`src/rtl/mmio_gpio_responder.sv`:
```
// MMIO target for the CPU MEM stage: LED register, debounced button with sticky press event,
// and an optional free-running timer at 0x7D enabled by defining MMIO_TIMER_EN.
module mmio_gpio_responder #(
  parameter int DEBOUNCE_CYCLES = 270000,
  parameter int LED_WIDTH       = 6
) (
  input  logic                 clk,
  input  logic                 reset,
  input  logic [31:0]          i_addr,
  input  logic [31:0]          i_wdata,
  input  logic                 i_rd,
  input  logic                 i_wr,
  output logic [31:0]          o_rdata,
  output logic                 o_hit,
  input  logic                 i_button,
  output logic [LED_WIDTH-1:0] o_led
);

  localparam int              CW         = (DEBOUNCE_CYCLES > 1) ? $clog2(DEBOUNCE_CYCLES) : 1;
  localparam logic [CW-1:0]   CNT_LAST   = CW'(DEBOUNCE_CYCLES - 1);
  localparam logic [31:0]     ADDR_LED   = 32'h0000_007A;
  localparam logic [31:0]     ADDR_BTN   = 32'h0000_007B;
  localparam logic [31:0]     ADDR_EVT   = 32'h0000_007C;
  localparam logic [31:0]     ADDR_TIMER = 32'h0000_007D;

  logic [LED_WIDTH-1:0] r_led;
  logic                 r_sync0;
  logic                 r_sync1;
  logic                 r_stable;
  logic [CW-1:0]        r_cnt;
  logic                 r_event;
  logic [31:0]          w_rdata;
  logic                 w_in_range;
  logic                 w_cnt_done;
  logic                 w_press;
  logic                 w_clr_event;

  assign w_in_range  = (i_addr >= ADDR_LED) && (i_addr <= ADDR_TIMER);
  assign w_cnt_done  = (r_cnt == CNT_LAST);
  // Press is the edge where the debouncer accepts a low level while currently high.
  assign w_press     = r_stable & ~r_sync1 & w_cnt_done;
  assign w_clr_event = i_wr & (i_addr == ADDR_EVT) & i_wdata[0];

  assign o_hit   = (i_rd | i_wr) & w_in_range;
  assign o_rdata = w_rdata;
  assign o_led   = r_led;

  always_ff @(posedge clk) begin
    if (reset) begin
      r_led <= '1;
    end else if (i_wr && (i_addr == ADDR_LED)) begin
      r_led <= i_wdata[LED_WIDTH-1:0];
    end else begin
      r_led <= r_led;
    end
  end

  // Synchronizer and debouncer; any return to the stable level restarts the count.
  always_ff @(posedge clk) begin
    if (reset) begin
      r_sync0  <= 1'b1;
      r_sync1  <= 1'b1;
      r_stable <= 1'b1;
      r_cnt    <= '0;
    end else begin
      r_sync0 <= i_button;
      r_sync1 <= r_sync0;
      if (r_sync1 == r_stable) begin
        r_cnt <= '0;
      end else if (w_cnt_done) begin
        r_stable <= r_sync1;
        r_cnt    <= '0;
      end else begin
        r_cnt <= r_cnt + CW'(1);
      end
    end
  end

  always_ff @(posedge clk) begin
    if (reset) begin
      r_event <= 1'b0;
    end else if (w_press) begin
      r_event <= 1'b1;
    end else if (w_clr_event) begin
      r_event <= 1'b0;
    end else begin
      r_event <= r_event;
    end
  end

`ifdef MMIO_TIMER_EN
  logic [31:0] r_timer;

  always_ff @(posedge clk) begin
    if (reset) begin
      r_timer <= 32'h0000_0000;
    end else if (i_wr && (i_addr == ADDR_TIMER)) begin
      r_timer <= i_wdata;
    end else begin
      r_timer <= r_timer + 32'h0000_0001;
    end
  end
`else
  logic w_unused_wdata;
  assign w_unused_wdata = &{1'b0, i_wdata};
`endif

  always_comb begin
    w_rdata = 32'h0000_0000;
    if (i_rd) begin
      case (i_addr)
        ADDR_LED: w_rdata[LED_WIDTH-1:0] = r_led;
        ADDR_BTN: w_rdata[0] = ~r_stable;
        ADDR_EVT: w_rdata[0] = r_event;
`ifdef MMIO_TIMER_EN
        ADDR_TIMER: w_rdata = r_timer;
`else
        ADDR_TIMER: w_rdata = 32'h0000_0000;
`endif
        default: w_rdata = 32'h0000_0000;
      endcase
    end else begin
      w_rdata = 32'h0000_0000;
    end
  end

endmodule

```
`config.mk`:
```
export PLATFORM = sky130hd
export DESIGN_NAME = mmio_gpio_responder
export DESIGN_NICKNAME = d
export VERILOG_FILES = /design/src/rtl/mmio_gpio_responder.sv
export SDC_FILE = /design/constraint.sdc
export NUM_CORES = 1
export LEC_CHECK = 0
export CORE_MARGIN = 1.5
export CORE_UTILIZATION = 37
export DETAILED_ROUTE_END_ITERATION = 10
export PLACE_DENSITY = 0.8
export SETUP_SLACK_MARGIN = 0.5
export SYNTH_ARGS = -nofsm -noshare
export SYNTH_HDL_FRONTEND = slang
export SYNTH_SLANG_ARGS = --single-unit
```
`constraint.sdc`:
```
create_clock -name clk -period 2.3 [get_ports clk]
set_clock_uncertainty 0.15 [all_clocks]
set_input_delay 0.345 -clock clk [delete_from_list [all_inputs] [get_ports clk]]
set_output_delay 0.345 -clock clk [all_outputs]
set_load 0.005 [all_outputs]
```
Word-level counts from Yosys, hierarchy flattened
Cells that the tools add are included.
Operators by class
  add/sub/neg operators: 1
  order comparisons: 2
  equal/unequal tests: 5
  multiplexer cells: 5
  bitwise operators: 9
  reductions and logical operators: 5
Operators with widths (number)
  $eq A32 B7 Y1 const B: 3
  $ge A32 B7 Y1 const B: 1
  $le A32 B7 Y1 const B: 1
  $add A19 B1 Y19 const B: 1
  $eq A19 B19 Y1 const B: 1
  $mux W6: 1
  $and A1 B1 Y1: 5
  $mux W5: 1
  $not A1 Y1: 3
  $pmux W1 S3: 1
  $reduce_or A3 Y1: 1
  $logic_and A1 B1 Y1: 2
  $mux W1: 2
  $reduce_and A2 Y1: 1
  $reduce_bool A2 Y1: 1
  $eq A1 B1 Y1: 1
  $or A1 B1 Y1: 1
Word-level totals
  register bits after elaboration: 29
  input port bits: 69
  output and inout bits: 39
  word-level logic and storage cells: 33

Depth between registers and ports, before layout
Gate-level depths: netlist of run 1.
  word-level depth: 5
  gate-level depth with buffers: 7
  gate-level depth less buffers: 5

Least setup slack after synthesis of run 1
OpenSTA, ideal clock, no wires.
  kind: input to output
  from: input i_addr[27]
  to: output o_rdata[1]
  arrival time: 1.446 ns
  data required time: 1.805 ns
  setup slack: 0.359 ns
  stages: 4
  buffers on the path: 0
  path through: nor4_1 nand4_1 nor3_1 and2_1
Between the ends
  longest elaborated chain between the ends: 3
Ends and longest elaborated chain
  start: declaration: RTL line 9  | input logic [31:0] i_addr,
  $eq A32 B7 Y1: RTL line 111  | case (i_addr)
  $mux W5: RTL line 111
  $mux W6: RTL line 110  | if (i_rd) begin
  end: declaration: RTL line 13  | output logic [31:0] o_rdata,
No other way between the ends.

Final worst setup path of run 1
  from: input i_addr[30]
  to: output o_rdata[4]
The elaborated chain is that of the path after synthesis.

==> results of run 1 <==
metrics by stage:
| stage | instances | utilization [%] |
|---|---|---|
| after global placement | 308 | 52.9 |
| after floorplan | 225 | - |
| final | 329 | 61.1 |
| after global routing | 329 | 61.1 |
| after CTS | 325 | 56.5 |
| after detailed placement | 308 | 52.9 |
layer usage:
metal / track usage, % / part of all wire (%) / wire, µm
met5: 0 / 0 / 0
met4: 9.85 / 2.6 / 127
met3: 4.99 / 6.9 / 336
met2: 32.3 / 52 / 2540
met1: 21.0 / 38 / 1870
flip-flops by register name, indices dropped and copies added, names as in the netlist:
signal	flops
r_cnt	19
r_stable	1
r_event	1
r_sync0	1
o_led	6
r_sync1	1
cells in the mapped netlist, types with 2 or more instances:
cell type	n	share of area, %
xor2_1	6	3.1
a21oi_1	6	1.8
a31oi_1	6	2.2
or3_1	4	1.5
nand2_1	6	1.3
nand4_1	5	1.8
nand3_1	11	3.2
ha_1	2	1.5
buf_2	2	0.59
nor2_1	14	3.1
xnor2_1	5	2.6
dfxtp_1	29	34
o21ai_0	10	3.0
and4_1	5	2.6
nor2b_1	3	1.1
buf_4	27	12
nor4_1	13	4.8
and2_1	6	2.2
nand3b_1	2	0.89
clkbuf_1	2	0.44
inv_1	7	1.6
or4_1	2	0.89
o31ai_1	3	1.3
nor3_1	3	0.89
or2_2	2	0.74
cell type report:
class | instances | area share (%)
clock buffer | 5 | 2.57
multi-input combinational | 156 | 44.3
timing repair buffer | 78 | 26.6
clock inverter | 2 | 1.31
tap | 52 | 2.43
inverter | 7 | 0.981
sequential | 29 | 21.9
repair_timing:
action	in CTS	in global routing
endpoints found under the setup margin	33	33
pin swaps	19	12
gates cloned	0	1
resized for setup	138	50
buffers inserted	10	3
worst min path at each step:
stage	cells past startpoint	slack [ns]	from	end
after CTS	1	0.26	r_sync0	r_sync1
after detailed placement	1	0.25	r_sync0	r_sync1
after global placement	1	0.24	r_sync0	r_sync1
final	1	0.26	r_sync0	r_sync1
after floorplan	1	0.24	r_sync0	r_sync1
after global routing	1	0.28	r_sync0	r_sync1
kinds of logic (layout without fill, tap and decap cells):
group,Yosys count,count (layout),share of synthesized area (%)
compound gates,32,32,11.8
simple gates,85,85,31.1
fa+ha+maj,2,2,1.48
xor+xnor,11,11,5.68
other cells,1,26,0.221
flops,29,29,34.2
buf+inv,40,92,15.4
power by group:
group          internal [mW]  switching, mW  total [mW]
Combinational         0.0724         0.0583       0.131
Sequential             0.504       0.000883       0.505
Clock                  0.314          0.192       0.506
Total                  0.891          0.252        1.14
worst max-delay path: stages:
cell     delay, ns
buf_6         0.10
nor4_4        0.27
nand4_1       0.18
nor3_2        0.27
buf_4         0.16
buf_6         0.08
and2_4        0.13
buf_6         0.08
==> summary.txt, run 1 <==
Routing
  • First-pass iteration count of the detailed router: 4
  • Total Wirelength: 4880 µm
  • DRT antenna net count: 0
  • Drt drc: 0
  • Vias: roughly 1800
  • Vias per std cell: 5.33
  • Initial DRC count: approximately 100
  • Drt wl/cell: roughly 15 µm

Power
  • Leak Pwr: roughly 1.0 nW
  • Total chip power: 1.14 mW
  • Pwr/cell area: 427 mW/mm²
  • Peak supply drop: 0.383 mV

Placed design
  • DP HPWL: roughly 3200 µm
  • I/O Buffers: 55
  • Place WS: -0.396 ns
  • Global placement routability congestion: around 0.82
  • Placed Instance Area: between 0.002 and 0.0025 mm²

Layout
  • Design Area, Final: roughly 0.0027 mm²
  • Area occupied by multi-input gates: ~0.0012 mm²
  • FF/Latch Area: between 500 and 600 µm²
  • ANT cells: 0
  • Most frequent cells in the layout: 26 x conb_1, 25 x dfxtp_1, 18 x buf_4, 17 x buf_6, 15 x clkdlybuf4s50_1
  • Fill count: between 300 and 400
  • Layout cells sized above 1: 39.7%
  • Area grow syn2layout: 57.9%
  • Final #Nets: about 350
  • Most common cell after layout, fill and taps aside: conb_1

Clock tree
  • CTS tree: done
  • Clock-pin transition on the worst setup and hold timing paths: about 0.060 ns
  • Maximum clock path buffer count: 2
  • Clock sink count: 29
  • Clock root cell: clkbuf_8
  • Skew-Pair Late Insertion Delay: around 0.28 ns
  • Hold Buf Count CTS: 0
  • Clock buffer count from CTS: 5
  • H-Tree Depth: 2

Floorplanning
  • Num ports: roughly 110
  • Rows: 24
  • Die height: roughly 71 µm
  • Chip width: between 70 and 80 µm
  • Core area: 0.00438 mm²
  • Area of the die: between 0.004 and 0.005 mm²
  • Initial Utilization: 38.7%

Run status
  • Status: complete, no violations

Job
  • Max Cap Viol: 0

Synth
  • Ys Warns: 0
  • Async S/R FF share, synth: 0%
  • Cell variety after synth: 44
  • Avg Synthesized Cell Area: between 8 and 9 µm²
  • Sequential cell area fraction in the yosys report: approximately 34%
  • EDFF count, synth: 0
  • Synth Cell Area: between 0.0015 and 0.002 mm²
  • Post-synth top flop: dfxtp_1
  • Cells after Synth: 200
  • Flops & latches, synth: 29

Critical path
  • Worst R2R Setup Slack: between 0.4 and 0.5 ns
  • Reg2Reg Depth: 5
  • FF-to-FF Start: r_cnt[17]
  • CP Launch Type: input pin
  • Critical path endpoint: o_rdata[4]
  • Critical path required time: ~1.8 ns
  • Reg2reg end: r_cnt[16]
  • Critical Path End Type: primary output
  • Setup crit start: i_addr[30]
  • Critical setup path kind: input pin to primary output
  • Max FO, Critical Path: 2
  • Worst endpoint data arrival time: between 1.5 and 2 ns

GRT
  • Pin count of the biggest net entering global routing: 16
  • First-pass GRT wire length: between 7000 and 8000 µm
  • GRT Total Usage: between 10% and 20%
  • Initial antenna violation count: 0
  • Grt total ovfl: 0
  • Vias in the first global route: between 1500 and 2000

STA
  • Final worst path period need: around 2.1 ns
  • Setup violators final: 0
  • Final period util: about nine tenths
  • Final Hold Viols: 0
  • F_max: roughly 470 MHz
  • Min Hold Slack: between 0.2 and 0.3 ns
  • Pins Over Slew Limit: 0
  • Setup TNS: 0 ns
  • Final setup margin: ~0.19 ns
  • RSZ-0062 raised after global routing: true

Min path
  • Hold Crit Class: flip-flop to flip-flop
(Power assumes the default switching activity.)
==> inputs of run 2 (changes only) <==
- CTS_CLUSTER_DIAMETER: not set -> 100
==> results of run 2 <==
Same layout as run 1: the final DEF is identical, and so are final timing and power.
==> inputs of run 3 (changes only) <==
==> constraint.sdc (replaced) <==
create_clock -name clk -period 2.3 [get_ports clk]
set_clock_uncertainty 0.15 [all_clocks]
set_input_delay 0.46 -clock clk [delete_from_list [all_inputs] [get_ports clk]]
set_output_delay 0.46 -clock clk [all_outputs]
set_load 0.005 [all_outputs]
==> run 3 against run 2 <==
Against the previous run:
- the run now ends with negative setup slack left
- critical path depth unchanged
- first-iteration DRC count down 5.9%
- largest power group unchanged
- cell area increased by 8.0%
- combinational power increased by 8%
- clock power grew 12%
- total power is 6.1% higher
- via count rose by 1.4%
- sequential power about the same
- maximum frequency down 13%
- worst setup slack got worse by 0.32 ns
==> summary.txt, run 3 (same netlist as run 1, synthesis figures left out) <==
Floorplanning
  • Rows: 24 (unchanged)
  • Die height: 70.7 µm (unchanged)
  • Num ports: 108 (unchanged)
  • Core area: 0.00438 mm² (unchanged)
  • Area of the die: 0.00500 mm² (unchanged)
  • Initial Utilization: 38.7% (unchanged)
  • Chip width: 70.7 µm (unchanged)

Routing
  • Vias per std cell: 5.30 (-0.45%)
  • Vias: 1776 (+1.4%)
  • Drt wl/cell: 15.8 µm (+6.7%)
  • Initial DRC count: 96 (-5.9%)
  • Total Wirelength: 5300 µm (+8.7%)
  • Drt drc: 0 (unchanged)
  • DRT antenna net count: 0 (unchanged)
  • First-pass iteration count of the detailed router: 4 (unchanged)

Clock tree
  • Skew-Pair Late Insertion Delay: 0.29 ns (about the same)
  • Hold Buf Count CTS: 0 (unchanged)
  • Clock buffer count from CTS: 5 (unchanged)
  • CTS tree: done
  • Clock root cell: clkbuf_8
  • Clock-pin transition on the worst setup and hold timing paths: 0.07 ns (about the same)
  • Clock sink count: 29 (unchanged)
  • H-Tree Depth: 2 (unchanged)
  • Maximum clock path buffer count: 2 (unchanged)

Job
  • Max Cap Viol: 0 (unchanged)

STA
  • Final worst path period need: 2.43 ns (+0.323 ns)
  • Final period util: 106% (+14 points)
  • Pins Over Slew Limit: 0 (unchanged)
  • Final Hold Viols: 0 (unchanged)
  • RSZ-0062 raised after global routing: true
  • Min Hold Slack: 0.262 ns (-0.00211 ns)
  • Final setup margin: -0.134 ns (-0.323 ns)
  • F_max: 411 MHz (-13%)
  • Setup TNS: -0.452 ns (-0.452 ns)
  • Setup violators final: 4 (+4)

Layout
  • Final #Nets: 353 (+1.4%)
  • Design Area, Final: 0.00289 mm² (+8.0%)
  • Fin util: 66.0% (+4.9 points)
  • ANT cells: 0 (unchanged)
  • Max reg flops: 19 (unchanged)
  • Most common cell after layout, fill and taps aside: conb_1
  • Biggest register: r_cnt
  • Layout cells sized above 1: 42.0% (+2.3 points)
  • Most frequent cells in the layout: 26 x conb_1, 20 x dfxtp_1, 16 x buf_2, 16 x buf_4
  • Area grow syn2layout: 70.6%

Critical path
  • Critical setup path kind: input pin to primary output
  • CP Launch Type: input pin
  • Critical Path End Type: primary output
  • Max FO, Critical Path: 3 (+1)
  • Worst endpoint data arrival time: 1.82 ns (+0.20 ns)
  • Worst R2R Setup Slack: 0.34 ns (-0.07 ns)
  • Critical path required time: 1.69 ns (-0.11 ns)

GRT
  • Initial antenna violation count: 0 (unchanged)
  • Pin count of the biggest net entering global routing: 11 (-5)
  • Grt total ovfl: 0 (unchanged)
  • GRT Total Usage: 19.0% (+0.26 points)
  • First-pass GRT wire length: 7560 µm (+0.83%)
  • Vias in the first global route: 1666 (-0.95%)

Placed design
  • Place WS: -0.763 ns (-0.367 ns)
  • DP HPWL: 3190 µm (-1.2%)
  • Placed Instance Area: 0.00232 mm² (+0.32%)
  • Global placement routability congestion: 0.786 (-4.1%)
  • I/O Buffers: 55 (unchanged)

Power
  • Reg power frac: 41.7% (-2.5 points)
  • Leak Pwr: 1.14 nW (+8.5%)
  • Internal: 931 µW (+4.5%)
  • Peak supply drop: 0.509 mV (+33%)
  • Gate power share: 11.6% (+0.2 points)
  • Pwr/cell area: 419 mW/mm² (-1.8%)
  • Switch Pwr: 281 µW (+12%)
  • Net Sw Frac: 23.2% (+1.2 points)
  • Clock power share: 46.7% (+2.4 points)

Min path
  • Hold Crit Class: flip-flop to flip-flop

Run status
  • Failing checks: negative setup slack
  • Status: finished, violations left
## run 3: cell types whose count changed in the layout (fill, tap and decap cells not counted), moves of 3 or more
cell and delta:
nor2_2 -6, and2_4 -3, clkbuf_2 -4, nor4_4 +6, buf_2 +7, dfxtp_1 -5, o21ai_1 +4, nor2_4 +9
nor2_1 -3, nor4_2 -5, dfxtp_2 +5, and2_1 +3, o21ai_0 -4
## run 3: what timing repair did
action,CTS,global route
cloned,1,0
setup buffers,13,4
hold endpoints to repair,0,0
gates resized for setup,159,53
setup endpoints to repair,34,39
pin swaps,23,28
## run 3: final timing paths
| check | from | end | cells after the start |
|---|---|---|---|
| setup / recovery | i_addr[6] | o_rdata[3] | 8 |
| hold / removal | r_sync0 | r_sync1 | 1 |
| setup reg to reg | r_cnt[17] | r_cnt[0] | 6 |
| hold reg to reg | r_sync0 | r_sync1 | 1 |
## run 3: critical path, cell delays in order
cell           delay, ns
dlygate4sd2_1       0.19
and4b_1             0.23
nand4_1             0.21
nor3_4              0.31
buf_4               0.16
buf_6               0.07
and2_1              0.10
buf_2               0.10
## run 3: layout make-up
cell class	instances	area, µm²
timing repair buffer	83	781
clock buffer	6	82.6
multi-input combinational	156	1310
sequential	29	592
inverter	7	26.3
clock inverter	2	37.5
fill	364	1490
tap	52	65.1
## run 3: power by group through the flow
stage | clock network (mW) | logic, mW | registers, mW
after floorplan | 0 | 0.0634 | 0.516
after global placement | 0 | 0.121 | 0.517
after detailed placement | 0 | 0.124 | 0.517
after CTS | 0.578 | 0.128 | 0.505
after global routing | 0.597 | 0.151 | 0.505
final | 0.566 | 0.141 | 0.505
## run 3: stage by stage
stage | instances | total power [mW]
2_1_floorplan | 225 | 0.580
3_3_place_gp | 309 | 0.638
6_report | 335 | 1.21
5_1_grt | 335 | 1.25
3_5_place_dp | 309 | 0.640
4_1_cts | 331 | 1.21
## run 3: layer usage
layer	routed length [µm]	global-route usage (%)	share of wire, %	vias up
li1	-	-	-	841
met1	1980	20.3	37	861
met2	2940	35.5	55	65
met3	300	5.70	5.7	9
met4	81	5.87	1.5	0
met5	0	0	0	-
